<file path="src/rtl/ram_burst_ctrl.sv">
// ram_burst_ctrl: burst read/write sequencer in front of a latch-based
// 16-bit word RAM (o/D/r/w/addr interface).  Commands arrive over a
// valid/ready handshake; write words stream in and read words stream out
// one per beat, with addresses incrementing from the start address.  Every
// RAM control pin is driven from a register, so r/w/addr/D stay stable for
// whole clock cycles.
// Optional build macro: RAM_CTRL_WRAP_CHECK_EN -- reject bursts that would
// run past the top of the address space (err pulse) instead of wrapping.
module ram_burst_ctrl #(
   parameter int unsigned ADDR_W = 8,
   parameter int unsigned DATA_W = 16,
   parameter int unsigned LEN_W  = 4
) (
   input  logic              clk,
   input  logic              rst_n,
   input  logic              req_valid,
   output logic              req_ready,
   input  logic              req_wr,
   input  logic [ADDR_W-1:0] req_addr,
   input  logic [LEN_W-1:0]  req_len,
   input  logic              wdata_valid,
   output logic              wdata_ready,
   input  logic [DATA_W-1:0] wdata,
   output logic              rdata_valid,
   input  logic              rdata_ready,
   output logic [DATA_W-1:0] rdata,
   output logic              done,
   output logic              err,
   output logic              ram_r,
   output logic              ram_w,
   output logic [ADDR_W-1:0] ram_addr,
   output logic [DATA_W-1:0] ram_d,
   input  logic [DATA_W-1:0] ram_o
);

   typedef enum logic [2:0] {
      S_IDLE,
      S_WR_WAIT,
      S_WR_PULSE,
      S_RD_ADDR,
      S_RD_CAP,
      S_RD_HOLD
   } state_e;

   state_e            state_q, state_d;
   logic [ADDR_W-1:0] cur_addr_q, cur_addr_d;
   logic [LEN_W-1:0]  cnt_q, cnt_d;
   logic              req_ready_q, req_ready_d;
   logic              wdata_ready_q, wdata_ready_d;
   logic              rdata_valid_q, rdata_valid_d;
   logic [DATA_W-1:0] rdata_q, rdata_d;
   logic              done_q, done_d;
   logic              ram_r_q, ram_r_d;
   logic              ram_w_q, ram_w_d;
   logic [ADDR_W-1:0] ram_addr_q, ram_addr_d;
   logic [DATA_W-1:0] ram_d_q, ram_d_d;
   logic              reject;

`ifdef RAM_CTRL_WRAP_CHECK_EN
   logic              err_q, err_d;
   logic [ADDR_W:0]   span_end;

   // Last beat address computed one bit wider; a carry means the burst would wrap.
   assign span_end = {1'b0, req_addr} + (ADDR_W+1)'(req_len);
   assign reject   = span_end[ADDR_W];
   assign err      = err_q;
`else
   assign reject   = 1'b0;
   assign err      = 1'b0;
`endif

   assign req_ready   = req_ready_q;
   assign wdata_ready = wdata_ready_q;
   assign rdata_valid = rdata_valid_q;
   assign rdata       = rdata_q;
   assign done        = done_q;
   assign ram_r       = ram_r_q;
   assign ram_w       = ram_w_q;
   assign ram_addr    = ram_addr_q;
   assign ram_d       = ram_d_q;

   // Next-state and next-output logic; every output is the registered value of its _d.
   always_comb begin
      state_d       = state_q;
      cur_addr_d    = cur_addr_q;
      cnt_d         = cnt_q;
      req_ready_d   = req_ready_q;
      wdata_ready_d = wdata_ready_q;
      rdata_valid_d = rdata_valid_q;
      rdata_d       = rdata_q;
      done_d        = 1'b0;
      ram_r_d       = ram_r_q;
      ram_w_d       = ram_w_q;
      ram_addr_d    = ram_addr_q;
      ram_d_d       = ram_d_q;
`ifdef RAM_CTRL_WRAP_CHECK_EN
      err_d         = 1'b0;
`endif
      unique case (state_q)
         S_IDLE: begin
            if (req_valid && req_ready_q) begin
               if (reject) begin
`ifdef RAM_CTRL_WRAP_CHECK_EN
                  err_d = 1'b1;
`endif
               end else begin
                  cur_addr_d  = req_addr;
                  cnt_d       = req_len;
                  req_ready_d = 1'b0;
                  if (req_wr) begin
                     wdata_ready_d = 1'b1;
                     state_d       = S_WR_WAIT;
                  end else begin
                     state_d       = S_RD_ADDR;
                  end
               end
            end
         end
         S_WR_WAIT: begin
            if (wdata_valid) begin
               ram_d_d       = wdata;
               ram_addr_d    = cur_addr_q;
               ram_w_d       = 1'b1;
               wdata_ready_d = 1'b0;
               state_d       = S_WR_PULSE;
            end
         end
         S_WR_PULSE: begin
            ram_w_d = 1'b0;
            if (cnt_q == '0) begin
               done_d      = 1'b1;
               req_ready_d = 1'b1;
               state_d     = S_IDLE;
            end else begin
               cur_addr_d    = cur_addr_q + ADDR_W'(1);
               cnt_d         = cnt_q - LEN_W'(1);
               wdata_ready_d = 1'b1;
               state_d       = S_WR_WAIT;
            end
         end
         S_RD_ADDR: begin
            ram_addr_d = cur_addr_q;
            ram_r_d    = 1'b1;
            state_d    = S_RD_CAP;
         end
         S_RD_CAP: begin
            rdata_d       = ram_o;
            rdata_valid_d = 1'b1;
            ram_r_d       = 1'b0;
            state_d       = S_RD_HOLD;
         end
         S_RD_HOLD: begin
            if (rdata_ready) begin
               rdata_valid_d = 1'b0;
               if (cnt_q == '0) begin
                  done_d      = 1'b1;
                  req_ready_d = 1'b1;
                  state_d     = S_IDLE;
               end else begin
                  cur_addr_d = cur_addr_q + ADDR_W'(1);
                  cnt_d      = cnt_q - LEN_W'(1);
                  state_d    = S_RD_ADDR;
               end
            end
         end
         default: begin
            req_ready_d = 1'b1;
            state_d     = S_IDLE;
         end
      endcase
   end

   // State and output registers; reset abandons any burst and parks in IDLE.
   always_ff @(posedge clk or negedge rst_n) begin
      if (!rst_n) begin
         state_q       <= S_IDLE;
         cur_addr_q    <= '0;
         cnt_q         <= '0;
         req_ready_q   <= 1'b1;
         wdata_ready_q <= 1'b0;
         rdata_valid_q <= 1'b0;
         rdata_q       <= '0;
         done_q        <= 1'b0;
         ram_r_q       <= 1'b0;
         ram_w_q       <= 1'b0;
         ram_addr_q    <= '0;
         ram_d_q       <= '0;
      end else begin
         state_q       <= state_d;
         cur_addr_q    <= cur_addr_d;
         cnt_q         <= cnt_d;
         req_ready_q   <= req_ready_d;
         wdata_ready_q <= wdata_ready_d;
         rdata_valid_q <= rdata_valid_d;
         rdata_q       <= rdata_d;
         done_q        <= done_d;
         ram_r_q       <= ram_r_d;
         ram_w_q       <= ram_w_d;
         ram_addr_q    <= ram_addr_d;
         ram_d_q       <= ram_d_d;
      end
   end

`ifdef RAM_CTRL_WRAP_CHECK_EN
   // Rejected-command error pulse register.
   always_ff @(posedge clk or negedge rst_n) begin
      if (!rst_n) err_q <= 1'b0;
      else        err_q <= err_d;
   end
`endif

endmodule

</file>
<file path="config.mk">
export PLATFORM = sky130hd
export DESIGN_NAME = ram_burst_ctrl
export DESIGN_NICKNAME = d
export VERILOG_FILES = /design/src/rtl/ram_burst_ctrl.sv
export SDC_FILE = /design/constraint.sdc
export NUM_CORES = 1
export LEC_CHECK = 0
export BUFFER_PORTS_ARGS = -buffer_cell sky130_fd_sc_hd__buf_2
export CAP_MARGIN = 20
export CORE_MARGIN = 5
export CORE_UTILIZATION = 50
export DETAILED_ROUTE_END_ITERATION = 6
export PLACE_DENSITY = 0.81
export SYNTH_ARGS = -nofsm -noshare
export SYNTH_HDL_FRONTEND = slang
export SYNTH_SLANG_ARGS = --single-unit
</file>
<file path="constraint.sdc">
create_clock -name clk -period 2.2 [get_ports clk]
set_clock_uncertainty 0.1 [all_clocks]
set_input_delay 0.22 -clock clk [delete_from_list [all_inputs] [get_ports clk]]
set_output_delay 0.22 -clock clk [all_outputs]
set_load 0.01 [all_outputs]
</file>
==> results.ini <==
[synth]
yosysMostFrequentCell=dfrtp_1
syn_area_um2=2830
synth-seq-area-share_pct=54.1
synth_edf_count=0
yosys_warnings=0
synth_top_area_cell=dfrtp_1
mappedNetlistNets=282
netlist_top_cells_area=dfrtp_1, mux2_2, mux2i_1
synthArstFlopShare_pct=100
ys_types=44
synthFlopType=dfrtp_1
netlist_instances=230
avgSynthCellArea_um2=12.3
netlist_top_cells_count=dfrtp_1, mux2_2, nor2_1, nand2_1, o21ai_0
ys_seq_elements=61
synth_top_area_share_pct=53.1

[placed_design]
pre_cts_ws_ns=0.106
hpwl_um=4960
dp.cells=400
io_buffers=95
gp_congestion=0.846

[drt]
totalWireLength_um=6630
drtIter0Drc=135
antenna_left=0
viasPerCell=5.35
drc=0
wl_per_cell_um=15.8
vias=2245
firstDrtPassIters=4

[power_and_ir_drop]
total_power_w=0.00517
ir_drop_mv=0.667
leakage_nw=1.78
powerDensity_nw_per_um2=1410

[final_layout]
area_growth_pct=29.8
final_cells=420
final_layout_size_suffix_gt1_share_pct=51.1
diodes=0
nNetsFinal=395
fin_util_pct=66.6

[timing]
hold_slack_ns=0.0241
finalCritPeriodShare_pct=94.6
hold_viol=0
relSlewSlack_pct=60.6
finalSetupViolations=0
tightestPinTransition_ns=0.591
fin_crit_ns=2.08
report.final.slew_viol_count=0
fin_ws_ns=0.120
max_freq_mhz=481

[critical_path]
critPathKind=reg -> reg
crit_fanout=6
worstPathRequired_ns=2.30
cp-start-kind=register
ff2ff_setup_slack_ns=0.12
crit_arrival_ns=2.18
crit_path_end_kind=register

[floorplan]
num_rows=27
start_util_pct=51.3
top_level_ports=97
chipHeight_um=85.2
core_region_area_um2=5510
dieArea_um2=7250
die_x_um=85.2

[clocking]
clk_latency_ns=0.32
path_clk_slew_ns=0.07
cts.path.max_buffers=2
htreeDepth=3
numCtsBuffers=9
postCtsResizedCells=0
cts_root_buf=clkbuf_8
cts.sinks=61
cts_tree=yes

[global_route]
overflow=0
grt_util_all_layers_pct=19.2
grt_max_degree=37
antenna_found_initial=0
grt_pass1_vias=2353
grt_pass1_wl_um=11200

[hold_path]
worstHoldPathType=in -> reg

[run_status]
status=finished, final reports clean

[flow_run]
max_cap_violations=0

[timing repair]
| action | CTS | global route |
|---|---|---|
| setup endpoints to repair | 0 | 3 |
| endpoints found under the hold margin | 25 | 0 |
| hold buffers | 1 | 0 |
| buffers inserted | 0 | 3 |
[cells in the final DEF (no fill, tap or decap), types with 3 or more instances in the layout]
master / count
a21oi_1: 7
a221o_1: 3
a22o_1: 3
a22oi_1: 6
and3_1: 3
buf_2: 95
buf_4: 18
clkbuf_8: 10
dfrtp_1: 60
inv_1: 8
mux2_2: 42
mux2i_1: 6
nand2_1: 12
nand3_1: 5
nand4_1: 3
nor2_1: 13
o21ai_0: 12
o2bb2ai_1: 3
[layer usage]
metal,wire length [um],vias to the layer above,global-route usage [%],share of wire [%]
li1,-,1056,-,-
met1,2560,1093,22.7,39
met2,3550,83,34.0,54
met3,400,13,3.79,6.0
met4,113,0,7.48,1.7
met5,0,-,0,0
[critical path, stage by stage (launching register included)]
cell,delay (ns)
dfrtp_1,0.38
inv_1,0.10
ha_1,0.19
or3b_1,0.43
nand4_1,0.26
nand2_2,0.15
a221o_1,0.34
[stage by stage]
step	instance area [um2]	TNS (ns)
after detailed placement	3440	0
after global placement	3440	0
after global routing	3670	-0.0102
after floorplan	2830	0
final	3670	0
after CTS	3640	0
[final timing paths]
path                       cells after the start                        end               startpoint
max in group asynchronous                      3      req_ready$_DFFE_PN1P_                    rst_n
max reg2reg                                    6  cur_addr_q[7]$_DFFE_PN0P_     cnt_q[0]$_DFFE_PN0P_
max                                            6  cur_addr_q[7]$_DFFE_PN0P_     cnt_q[0]$_DFFE_PN0P_
min                                            2       ram_d[2]$_DFFE_PN0P_                 wdata[2]
min in group asynchronous                      2       rdata[8]$_DFFE_PN0P_                    rst_n
min reg2reg                                    1    rdata_valid$_DFFE_PN0P_  rdata_valid$_DFFE_PN0P_
[sequential cells by signal, indices dropped and copies added, names as in the netlist, 3 cells and up]
register    cells
cur_addr_q      8
ram_addr        8
ram_d          16
state_q         3
cnt_q           4
rdata          16
[final cells by class]
cell class | count | area [um2]
Sequential cell | 61 | 1530
Inverter | 8 | 30.0
Multi-Input combinational cell | 148 | 1190
Timing Repair Buffer | 115 | 641
Fill cell | 440 | 1840
Clock buffer | 12 | 145
Tap cell | 72 | 90.1
Clock inverter | 4 | 47.5
[power by group]
group / total, W / internal, W / switching (W)
Clock: 0.000967 / 0.000551 / 0.000416
Sequential: 0.00204 / 0.00167 / 0.000379
Combinational: 0.00216 / 0.00112 / 0.00103
Total: 0.00517 / 0.00334 / 0.00183
[kinds of logic after synthesis]
family	share of synthesized area, %
flip-flops	54.1
multiplexers	19.7
AND/OR/NAND/NOR	9.96
AO/OA/AOI/OAI	11.3
buffers and inverters	3.94
adder cells (fa/ha/maj)	0.886
other	0.133
(Power assumes the default switching activity.)
